## config.mk

```make
export PLATFORM = sky130hd
export DESIGN_NAME = lc4_seq_divider
export DESIGN_NICKNAME = d
export VERILOG_FILES = /design/src/rtl/lc4_seq_divider.sv
export SDC_FILE = /design/constraint.sdc
export NUM_CORES = 1
export LEC_CHECK = 0
export BUFFER_PORTS_ARGS = -buffer_cell sky130_fd_sc_hd__clkbuf_2
export CAP_MARGIN = 20
export CORE_MARGIN = 2
export CORE_UTILIZATION = 40
export CTS_CLUSTER_DIAMETER = 60
export DETAILED_ROUTE_END_ITERATION = 6
export GPL_TIMING_DRIVEN = 0
export PLACE_DENSITY = 0.63
export REMOVE_ABC_BUFFERS = 1
export SETUP_SLACK_MARGIN = 0.05
export SLEW_MARGIN = 20
export SYNTH_ARGS = -nofsm -noshare
export SYNTH_HDL_FRONTEND = slang
export SYNTH_SLANG_ARGS = --single-unit
```

## constraint.sdc

```tcl
create_clock -name clk -period 2.97 [get_ports clk]
set_clock_uncertainty 0.1 [all_clocks]
set_input_delay 0.594 -clock clk [delete_from_list [all_inputs] [get_ports clk]]
set_output_delay 0.594 -clock clk [all_outputs]
set_load 0.02 [all_outputs]
```

## src/rtl/lc4_seq_divider.sv

```systemverilog
// Multi-cycle unsigned restoring divider for the LC4 DIV/MOD path, valid/ready on both sides.
// Optional early-out for zero divisor or dividend < divisor: define LC4_DIV_EARLY_OUT_EN.
module lc4_seq_divider #(
   parameter int WIDTH          = 16,
   parameter int BITS_PER_CYCLE = 1
) (
   input  logic             clk,
   input  logic             rst_n,
   input  logic             i_valid,
   output logic             o_ready,
   input  logic [WIDTH-1:0] i_dividend,
   input  logic [WIDTH-1:0] i_divisor,
   output logic             o_valid,
   input  logic             i_ready,
   output logic [WIDTH-1:0] o_quotient,
   output logic [WIDTH-1:0] o_remainder,
   output logic             o_busy
);

   localparam int STEPS = WIDTH / BITS_PER_CYCLE;
   localparam int CNT_W = $clog2(STEPS + 1);

   generate
      if (!((BITS_PER_CYCLE == 1) || (BITS_PER_CYCLE == 2) || (BITS_PER_CYCLE == 4)) ||
          ((WIDTH % BITS_PER_CYCLE) != 0)) begin : g_bad_cfg
         $error("lc4_seq_divider: BITS_PER_CYCLE must be 1, 2 or 4 and divide WIDTH");
      end
   endgenerate

   typedef enum logic [1:0] {IDLE, CALC, DONE} state_t;

   state_t           state;
   logic [WIDTH-1:0] dvd_q;
   logic [WIDTH-1:0] dvs_q;
   logic [WIDTH-1:0] rem_q;
   logic [CNT_W-1:0] count;
   logic             dz;
`ifdef LC4_DIV_EARLY_OUT_EN
   logic             lt;
`endif

   logic [WIDTH-1:0] dvd_nxt;
   logic [WIDTH-1:0] rem_nxt;

   // One restoring step; the shifted-out MSB makes the compare WIDTH+1 bits wide,
   // and when it wins the true difference is below the divisor so WIDTH bits hold it exactly.
   function automatic logic [2*WIDTH-1:0] restore_step(input logic [WIDTH-1:0] rem,
                                                        input logic [WIDTH-1:0] dvd,
                                                        input logic [WIDTH-1:0] dvs);
      logic             top;
      logic [WIDTH-1:0] low;
      logic             ge;
      logic [WIDTH-1:0] rem_new;
      top     = rem[WIDTH-1];
      low     = {rem[WIDTH-2:0], dvd[WIDTH-1]};
      ge      = top || (low >= dvs);
      rem_new = ge ? (low - dvs) : low;
      return {rem_new, dvd[WIDTH-2:0], ge};
   endfunction

   always_comb begin
      dvd_nxt = dvd_q;
      rem_nxt = rem_q;
      for (int i = 0; i < BITS_PER_CYCLE; i++) begin
         {rem_nxt, dvd_nxt} = restore_step(rem_nxt, dvd_nxt, dvs_q);
      end
   end

   always_ff @(posedge clk or negedge rst_n) begin
      if (!rst_n) begin
         state       <= IDLE;
         dvd_q       <= '0;
         dvs_q       <= '0;
         rem_q       <= '0;
         count       <= '0;
         dz          <= 1'b0;
`ifdef LC4_DIV_EARLY_OUT_EN
         lt          <= 1'b0;
`endif
         o_ready     <= 1'b1;
         o_valid     <= 1'b0;
         o_busy      <= 1'b0;
         o_quotient  <= '0;
         o_remainder <= '0;
      end else begin
         case (state)
            IDLE: begin
               if (i_valid) begin
                  dvd_q   <= i_dividend;
                  dvs_q   <= i_divisor;
                  rem_q   <= '0;
                  dz      <= (i_divisor == '0);
                  count   <= CNT_W'(STEPS);
                  state   <= CALC;
                  o_ready <= 1'b0;
                  o_busy  <= 1'b1;
`ifdef LC4_DIV_EARLY_OUT_EN
                  // Trivial cases spend a single CALC edge so o_valid follows accept by one edge.
                  lt      <= (i_dividend < i_divisor);
                  if ((i_divisor == '0) || (i_dividend < i_divisor))
                     count <= CNT_W'(1);
`endif
               end
            end
            CALC: begin
               dvd_q <= dvd_nxt;
               rem_q <= rem_nxt;
               count <= count - CNT_W'(1);
               if (count == CNT_W'(1)) begin
                  state   <= DONE;
                  o_valid <= 1'b1;
                  if (dz) begin
                     o_quotient  <= '0;
                     o_remainder <= '0;
                  end
`ifdef LC4_DIV_EARLY_OUT_EN
                  else if (lt) begin
                     o_quotient  <= '0;
                     o_remainder <= dvd_q;
                  end
`endif
                  else begin
                     o_quotient  <= dvd_nxt;
                     o_remainder <= rem_nxt;
                  end
               end
            end
            DONE: begin
               if (i_ready) begin
                  state   <= IDLE;
                  o_valid <= 1'b0;
                  o_ready <= 1'b1;
                  o_busy  <= 1'b0;
               end
            end
            default: begin
               state   <= IDLE;
               o_valid <= 1'b0;
               o_ready <= 1'b1;
               o_busy  <= 1'b0;
            end
         endcase
      end
   end

endmodule

```

==> results.py, run 1 <==
metrics = {
    "drt": {
        "via_count": 4006,
        "ant_nets": 0,
        "detail_route.iter0.violations": 227,
        "route.detailed.drc": 0,
        "avgViaCountPerCell": 5.51,
        "drt-pass1-iter-count": 4,
        "drt-wirelength-per-cell_um": 16.2,
        "routed_wl_um": 11800,
    },
    "finish": {
        "fin_util_pct": 49.2,
        "nets": 634,
        "fillers": 1102,
        "synthToLayoutAreaGrowth_pct": 18.9,
        "design_area_sq_um": 5690,
        "diodes": 0,
        "layout-drive-gt1-share_pct": 19.9,
    },
    "sta": {
        "finalSetupViolCount": 0,
        "hold_ws_ns": 0.0310,
        "slew_headroom_pct": 27.9,
        "rsz0062_at_grt": "true",
        "period_share_pct": 93.6,
        "final.min_clock_period_ns": 2.78,
        "slew_viol_final": 0,
        "max_clock_freq_ghz": 0.360,
        "finalHoldViolCount": 0,
        "tightest_slew_ns": 1.08,
    },
    "clocking": {
        "cts_root_buf": "clkbuf_16",
        "cts_hold_buf": 0,
        "clockBufferDepth": 2,
        "htree_levels": 3,
        "cts_tree": "yes",
        "cts.clk_slew.worst_paths_ns": 0.06,
        "clkSinkCount": 91,
        "clk_latency_ns": 0.34,
        "numCtsBuffers": 9,
    },
    "yosys": {
        "syn_inst": 519,
        "synth.most_common_cell": "nand2_1",
        "synth_largest_area_cell": "dfrtp_1",
        "seq_area_frac_synth_pct": 47.6,
        "syn_area_sq_um": 4790,
        "ys_types": 53,
        "yosys-top-cells-area": "dfrtp_1 (47%), nand2_1 (7.8%), o21ai_0 (6.7%), ha_1 (4.7%), nand3_1 (2.6%)",
        "synthFlopType": "dfrtp_1",
        "synth-seq-cells": 91,
        "syn_avg_cell_area_sq_um": 9.22,
        "yosys_warnings": 0,
        "async_flop_share_pct": 100,
        "synth_top_area_share_pct": 47.0,
        "yosys-top-cells-count": "nand2_1 (99), dfrtp_1 (90), o21ai_0 (64), nand3_1 (25), inv_1 (20)",
        "synth_edf_count": 0,
    },
    "floorplanning": {
        "rows": 39,
        "dieArea_sq_um": 12900,
        "ios": 71,
        "die_w_um": 113,
        "die_y_um": 113,
        "core_sq_um": 11600,
        "initial_utilization_pct": 41.4,
    },
    "power": {
        "cell_internal_pwr_mw": 4.42,
        "pwr-share-comb_pct": 55.9,
        "power.leakage_nw": 2.66,
        "switching_share_pct": 44.7,
        "p_per_area_nw_per_um2": 1410,
        "switchingPower_mw": 3.58,
        "seq_power_share_pct": 27.8,
        "ir_drop_mv": 0.439,
        "clockPowerShare_pct": 16.3,
    },
    "critical_path": {
        "crit_type": "reg2reg",
        "slowest_delay_ns": 0.53,
        "crit_path_max_fanout": 20,
        "reg2reg_slack_ns": 0.19,
        "path_depth": 9,
        "critical_path.startpoint_type": "register",
        "crit_chain": "inv_1 -> ha_1 -> fa_1 -> nand2b_1 -> a21oi_2 -> o21ai_1 -> a21o_4 -> or4_1 -> nand3_1",
        "arrival_ns": 2.96,
        "worstPathRequired_ns": 3.15,
        "cp-end-kind": "register",
        "crit_family": "simple AND/OR/NAND/NOR gates",
        "worstRegToRegCells": 9,
        "timing.rr.start": "dvd_q[15]",
        "cp_slowest_cell": "or4_1",
        "crit_start": "dvd_q[15]",
        "r2r-end": "o_remainder[7]",
        "critPathCapture": "o_remainder[7]",
        "cp_num_buf_inv": 1,
    },
    "placed_design": {
        "port_buffers": 70,
        "gp_congestion": 0.889,
        "hpwl_um": 8090,
        "place_area_sq_um": 5290,
    },
    "min_path": {
        "hold_path_class": "in2async",
    },
    "global_route": {
        "grt_pass1_vias": 3825,
        "antenna_found_initial": 0,
        "grt_use_total_pct": 19.0,
        "grt_max_degree": 65,
        "overflow": 0,
        "grt_pass1_wl_um": 19400,
    },
    "status": {
        "outcome": "finished clean",
    },
    "job": {
        "drv_cap": 0,
    },
}
[power groups by stage]
stage,registers (mW),logic [mW],clock network (mW)
3_3_place_gp,2.18,4.02,0
3_5_place_dp,2.23,4.31,0
5_1_grt,2.29,4.98,1.39
2_1_floorplan,2.37,2.94,0
4_1_cts,2.21,4.37,1.34
6_report,2.22,4.48,1.31
[state kept, by name (all words and copies together) (netlist names), 2 cells and up]
| name | flops |
|---|---|
| dvs_q | 16 |
| count | 5 |
| o_quotient | 16 |
| dvd_q | 16 |
| state | 2 |
| o_remainder | 16 |
| rem_q | 16 |
[per-stage QoR]
stage | power, mW | setup slack [ns] | std cells | setup TNS, ns
after detailed placement | 6.54 | -0.512 | 707 | -3.59
after CTS | 7.93 | 0.0540 | 724 | 0
after floorplan | 5.31 | -0.887 | 489 | -17.27
final | 8.00 | 0.190 | 727 | 0
after global placement | 6.20 | -2.80 | 702 | -121.10
after global routing | 8.67 | 0.0325 | 727 | 0
[kinds of logic after synthesis]
group	Yosys count	synth area share, %
and+or+nand+nor	195	19.0
AOI/OAI and AO/OA	147	19.7
DFF	91	47.6
buffers and inverters	50	5.10
adders and majority gates	19	5.12
muxes	9	2.01
xor gates and xnor gates	8	1.46
[cell type report]
| type | count | area (sq um) | area share, % |
|---|---|---|---|
| clock buffers | 10 | 229 | 4.02 |
| clock inverters | 6 | 113 | 1.98 |
| inverters | 20 | 75.1 | 1.32 |
| multi-input cells | 379 | 2330 | 41.0 |
| flip-flops and latches | 91 | 2280 | 40.0 |
| well taps | 143 | 179 | 3.14 |
| repair buffers | 78 | 487 | 8.55 |
[layout by cell type (no fill, tap or decap), types with 12 or more instances in the layout]
master,n
a22oi_1,16
o211ai_1,12
inv_1,20
nand2b_1,19
nand2_1,98
o21ai_0,64
clkbuf_2,69
dfrtp_1,90
nor2_1,16
nand3_1,25
a21oi_1,16
ha_1,18
[worst min path at each step]
stage / depth (start not counted) / startpoint / to / slack (ns)
finish: 1 / rst_n / o_remainder[2] / 0.03
global route: 1 / rst_n / o_remainder[2] / 0.04
CTS: 1 / rst_n / o_remainder[2] / 0.03
detailed placement: 2 / o_quotient[11] / o_quotient[11] / 0.37
global placement: 2 / o_quotient[9] / o_quotient[9] / 0.36
floorplan: 0 / rst_n / count[0] / 0.20
[routing by layer]
metal,part of all wire (%),vias to the layer above,track usage [%]
met2,46,111,29.4
met4,1.5,0,6.59
li1,-,1963,-
met3,5.2,16,3.08
met1,48,1916,27.1
met5,0,-,0
[repair_timing]
| action | in CTS | in global routing |
|---|---|---|
| cloned | 1 | 0 |
| buffers inserted | 0 | 3 |
| setup endpoints to repair | 24 | 24 |
| endpoints found under the hold margin | 0 | 0 |
| gates resized for setup | 3 | 4 |
Power figures use the tool's default switching activity.
==> run 2, diff against run 1 <==
--- a/config.mk
+++ b/config.mk
@@ -12,7 +12,7 @@
 export CTS_CLUSTER_DIAMETER = 60
 export DETAILED_ROUTE_END_ITERATION = 6
 export GPL_TIMING_DRIVEN = 0
-export PLACE_DENSITY = 0.63
+export PLACE_DENSITY_LB_ADDON = 0.25
 export REMOVE_ABC_BUFFERS = 1
 export SETUP_SLACK_MARGIN = 0.05
 export SLEW_MARGIN = 20
==> run 2 against run 1 <==
Compared with the run above:
- count of clock-buffer cells in the layout stayed put
- first-iteration DRC count up 5.3%
- combinational power increased by 1%
- non-clock buffer count is 1 lower
- maximum frequency up 1.4%
- critical path depth is the same
- register-to-register slack improved by 0.04 ns
- total power shrank 0.80%
==> results.py, run 2 (synthesis results as in run 1) <==
metrics = {
    "drt": {
        "met1_length_um": 5670,
        "drt-pass1-iter-count": 4,
        "wl_met2_um": 5410,
        "routed_wl_um": 11700,
        "route.detailed.drc": 0,
        "ant_nets": 0,
        "highest_layer": "met4",
        "drt-wirelength-per-cell_um": 16.1,
        "wl_met3_um": 576,
        "via_count": 3944,
        "detail_route.iter0.violations": 239,
        "avgViaCountPerCell": 5.43,
    },
    "sta": {
        "tightest_slew_ns": 1.04,
        "rsz0062_at_grt": "false",
        "max_clock_freq_ghz": 0.365,
        "finalHoldViolCount": 0,
        "final.min_clock_period_ns": 2.74,
        "slew_viol_final": 0,
        "finalSetupViolCount": 0,
        "slew_headroom_pct": 30.5,
        "hold_ws_ns": 0.0224,
        "finalWorstSetupSlack_ns": 0.228,
        "setup-tns-final_ns": 0,
        "period_share_pct": 92.3,
    },
    "critical_path": {
        "arrival_ns": 2.92,
        "cp-end-kind": "register",
        "reg2reg_slack_ns": 0.23,
        "critical_path.startpoint_type": "register",
        "worstRegToRegCells": 9,
        "timing.rr.start": "dvd_q[15]",
        "crit_type": "reg2reg",
        "crit_chain": "inv_1 -> ha_1 -> fa_1 -> nand2b_1 -> a21oi_2 -> o21ai_2 -> a21o_4 -> or4_1 -> nand3_1",
        "r2r-end": "o_remainder[11]",
        "cp_slowest_cell": "or4_1",
        "crit_path_max_fanout": 20,
        "worstPathRequired_ns": 3.15,
        "slowest_delay_ns": 0.53,
    },
    "global_route": {
        "grt_use_total_pct": 19.2,
        "antenna_found_initial": 0,
        "overflow": 0,
        "grt_max_degree": 66,
        "grt_pass1_vias": 3834,
        "grt_pass1_wl_um": 19500,
    },
    "finish": {
        "diodes": 0,
        "synthToLayoutAreaGrowth_pct": 18.6,
        "layout_common_cells": "nand2_1 (98), dfrtp_1 (90), clkbuf_2 (69)",
        "fin_cells": 727,
        "fin_util_pct": 49.1,
        "design_area_sq_um": 5680,
        "mostFrequentLayoutCell": "nand2_1",
        "nets": 634,
        "layout-drive-gt1-share_pct": 20.2,
    },
    "clocking": {
        "cts.clk_slew.worst_paths_ns": 0.07,
        "numCtsBuffers": 9,
        "cts_tree": "yes",
        "clockBufferDepth": 2,
        "clkSinkCount": 91,
        "clk_latency_ns": 0.34,
        "cts_root_buf": "clkbuf_16",
        "htree_levels": 3,
    },
    "placed_design": {
        "dp.cells": 706,
        "port_buffers": 70,
        "gp_congestion": 0.882,
        "hpwl_um": 8010,
        "place_area_sq_um": 5280,
        "pre_cts_ws_ns": -0.501,
    },
    "floorplanning": {
        "core_sq_um": 11600,
        "ios": 71,
        "initial_utilization_pct": 41.4,
        "die_y_um": 113,
        "die_w_um": 113,
        "dieArea_sq_um": 12900,
        "rows": 39,
    },
    "power": {
        "total_power_mw": 7.94,
        "power.leakage_nw": 2.64,
        "ir_drop_mv": 0.477,
        "p_per_area_nw_per_um2": 1400,
    },
    "status": {
        "outcome": "finished clean",
    },
    "min_path": {
        "hold_path_class": "in2async",
    },
    "job": {
        "drv_cap": 0,
    },
}
## run 2: cell types whose count changed in the layout (fill, tap and decap cells not counted), sizes merged
cell,before,now
bufinv,3,1
inv,21,22
a21oi,20,21
clkinvlp,0,1
buf,8,7
## run 2: layout make-up
| cell class | count | area (sq um) |
|---|---|---|
| Clock inverter | 6 | 71.3 |
| Inverter | 20 | 75.1 |
| Clock buffer | 10 | 239 |
| Sequential cell | 91 | 2280 |
| Multi-Input combinational cell | 380 | 2350 |
| Tap cell | 143 | 179 |
| Fill cell | 1118 | 5890 |
| Timing Repair Buffer | 77 | 488 |
## run 2: critical path: cells and delay by family (launching register included)
kind / cells / cell delay (ns)
compound gates: 3 / 0.70
fa+ha+maj: 2 / 0.64
buf+inv: 1 / 0.05
flops: 1 / 0.35
simple gates: 3 / 0.83
## run 2: worst max-delay path by stage
stage,start,endpoint,slack [ns],depth (start not counted)
detailed placement,state[1],o_remainder[11],-0.50,7
global placement,state[1],o_remainder[11],-2.86,6
global route,dvd_q[15],o_remainder[10],0.08,9
CTS,dvd_q[15],o_remainder[11],0.10,9
floorplan,state[1],o_remainder[7],-0.89,6
finish,dvd_q[15],o_remainder[11],0.23,9
## run 2: report_power, final
part / switching [mW] / internal [mW] / leakage, nW / total [mW]
clock: 0.507 / 0.684 / 0.151 / 1.19
combinational: 2.75 / 1.78 / 1.36 / 4.53
sequential: 0.386 / 1.83 / 1.13 / 2.22
## run 2: per-layer routing
metal  GRT usage, %  up-vias
met5              0        -
met1           26.5     1878
li1               -     1962
met2           30.8       98
met4           5.77        0
met3           3.67        6
## run 2: what timing repair did
action / CTS / global route
setup endpoints to repair: 16 / 7
hold buffers: 0 / 0
resized for setup: 3 / 4
buffers inserted: 2 / 1
pin swaps: 1 / 0
cloned: 2 / 0
==> run 3, diff against run 2 <==
==> constraint.sdc (replaced) <==
create_clock -name clk -period 3.1 [get_ports clk]
set_clock_uncertainty 0.1 [all_clocks]
set_input_delay 0.62 -clock clk [delete_from_list [all_inputs] [get_ports clk]]
set_output_delay 0.62 -clock clk [all_outputs]
set_load 0.02 [all_outputs]
==> run 3 against run 2 <==
Compared with the run above:
- sequential power shrank 5%
- non-clock buffer count grew 3
- critical path depth is the same
==> results.py, run 3 (synthesis results as in run 1) <==
metrics = {
    "global_route": {
        "grt_pass1_wl_um": 19300,
        "grt_pass1_vias": 3804,
        "antenna_found_initial": 0,
        "overflow": 0,
        "grt_use_total_pct": 19.0,
        "grt_max_degree": 66,
    },
    "power": {
        "ir_drop_mv": 0.433,
        "switching_share_pct": 45.7,
        "p_per_area_nw_per_um2": 1340,
        "clockPowerShare_pct": 15.0,
        "power.leakage_nw": 2.65,
        "pwr-share-comb_pct": 57.1,
        "switchingPower_mw": 3.47,
        "cell_internal_pwr_mw": 4.13,
        "total_power_mw": 7.60,
        "seq_power_share_pct": 27.9,
    },
    "clocking": {
        "clk_latency_ns": 0.35,
        "numCtsBuffers": 9,
        "clkSinkCount": 91,
        "cts_hold_buf": 0,
        "cts_root_buf": "clkbuf_16",
        "cts.clk_slew.worst_paths_ns": 0.07,
        "clockBufferDepth": 2,
        "htree_levels": 3,
        "cts_tree": "yes",
    },
    "sta": {
        "hold_ws_ns": 0.0497,
        "final.min_clock_period_ns": 2.87,
        "tightest_slew_ns": 1.05,
        "finalSetupViolCount": 0,
        "slew_headroom_pct": 30.1,
        "slew_viol_final": 0,
        "finalHoldViolCount": 0,
        "period_share_pct": 92.4,
        "rsz0062_at_grt": "false",
        "setup-tns-final_ns": 0,
        "max_clock_freq_ghz": 0.349,
    },
    "finish": {
        "synthToLayoutAreaGrowth_pct": 18.3,
        "nets": 637,
        "fin_util_pct": 49.0,
        "design_area_sq_um": 5660,
        "layout-drive-gt1-share_pct": 20.4,
        "diodes": 0,
        "layout_common_cells": "nand2_1 (98), dfrtp_1 (90), clkbuf_2 (69)",
        "mostFrequentLayoutCell": "nand2_1",
    },
    "critical_path": {
        "timing.rr.start": "dvd_q[15]",
        "cp_slowest_cell": "a21oi_2",
        "crit_path_max_fanout": 10,
        "arrival_ns": 3.04,
        "r2r-end": "o_remainder[1]",
        "worstRegToRegCells": 9,
        "worstPathRequired_ns": 3.28,
        "crit_type": "reg2reg",
        "critical_path.startpoint_type": "register",
        "reg2reg_slack_ns": 0.23,
        "crit_start": "dvd_q[15]",
        "slowest_delay_ns": 0.55,
        "crit_chain": "inv_1 -> ha_1 -> fa_1 -> nand2b_1 -> a21oi_2 -> o21ai_1 -> a21oi_2 -> mux2_4 -> o21ai_1",
        "critPathCapture": "o_remainder[1]",
        "cp-end-kind": "register",
    },
    "placed_design": {
        "gp_congestion": 0.882,
        "hpwl_um": 8010,
        "port_buffers": 70,
        "place_area_sq_um": 5280,
    },
    "floorplanning": {
        "dieArea_sq_um": 12900,
        "rows": 39,
        "die_y_um": 113,
        "ios": 71,
        "core_sq_um": 11600,
        "initial_utilization_pct": 41.4,
        "die_w_um": 113,
    },
    "drt": {
        "drt-pass1-iter-count": 4,
        "routed_wl_um": 11700,
        "ant_nets": 0,
        "detail_route.iter0.violations": 252,
        "via_count": 3979,
        "avgViaCountPerCell": 5.45,
        "route.detailed.drc": 0,
        "drt-wirelength-per-cell_um": 16.0,
    },
    "status": {
        "outcome": "finished clean",
    },
    "job": {
        "drv_cap": 0,
    },
    "min_path": {
        "hold_path_class": "in2async",
    },
}
-- run 3: layout make-up --
cell class	instances	area (sq um)
clock inverters	6	71.3
repair buffers	80	498
inverters	20	75.1
clock buffers	10	239
well taps	143	179
fillers	1118	5900
multi-input cells	380	2320
flip-flops and latches	91	2280
-- run 3: metal layers --
layer  vias to the layer above  GRT usage, %  wire [um]  share of wire, %
met5                         -             0          0                 0
met3                        16          3.67        593               5.1
met1                      1887          26.3       5580                48
met4                         0          5.77        174               1.5
met2                       104          30.4       5360                46
li1                       1972             -          -                 -
-- run 3: worst min-delay path by stage --
stage,from,end,cells past startpoint
2_1_floorplan,rst_n,count[0],0
3_3_place_gp,o_quotient[9],o_quotient[9],2
3_5_place_dp,o_quotient[12],o_quotient[12],2
4_1_cts,rst_n,o_remainder[1],1
5_1_grt,rst_n,rem_q[1],1
6_report,rst_n,o_remainder[1],1
-- run 3: through the flow --
stage	cells	worst slack, ns
final	730	0.235
after global routing	730	0.0584
after CTS	723	0.0851
after detailed placement	706	-0.371
after global placement	702	-2.73
after floorplan	489	-0.757
-- run 3: critical path, delay by kind of cell (launching register included) --
kind                     cells  cell delay, ns
AO/OA/AOI/OAI                4            1.09
adder cells (fa/ha/maj)      2            0.64
buffers and inverters        1            0.05
flip-flops                   1            0.35
multiplexers                 1            0.36
AND/OR/NAND/NOR              1            0.20
-- run 3: power groups by stage --
stage,Combinational (mW),Sequential (mW),Clock [mW]
4_1_cts,4.14,2.12,1.16
2_1_floorplan,2.82,2.27,0
3_3_place_gp,3.87,2.09,0
6_report,4.34,2.12,1.14
5_1_grt,4.87,2.19,1.21
3_5_place_dp,4.10,2.13,0
-- run 3: timing repair --
action                     in CTS  in global routing
setup buffers                   0                  6
cloned                          1                  1
pin swaps                       0                  1
setup endpoints to repair       9                 26
gates resized for setup         1                  2
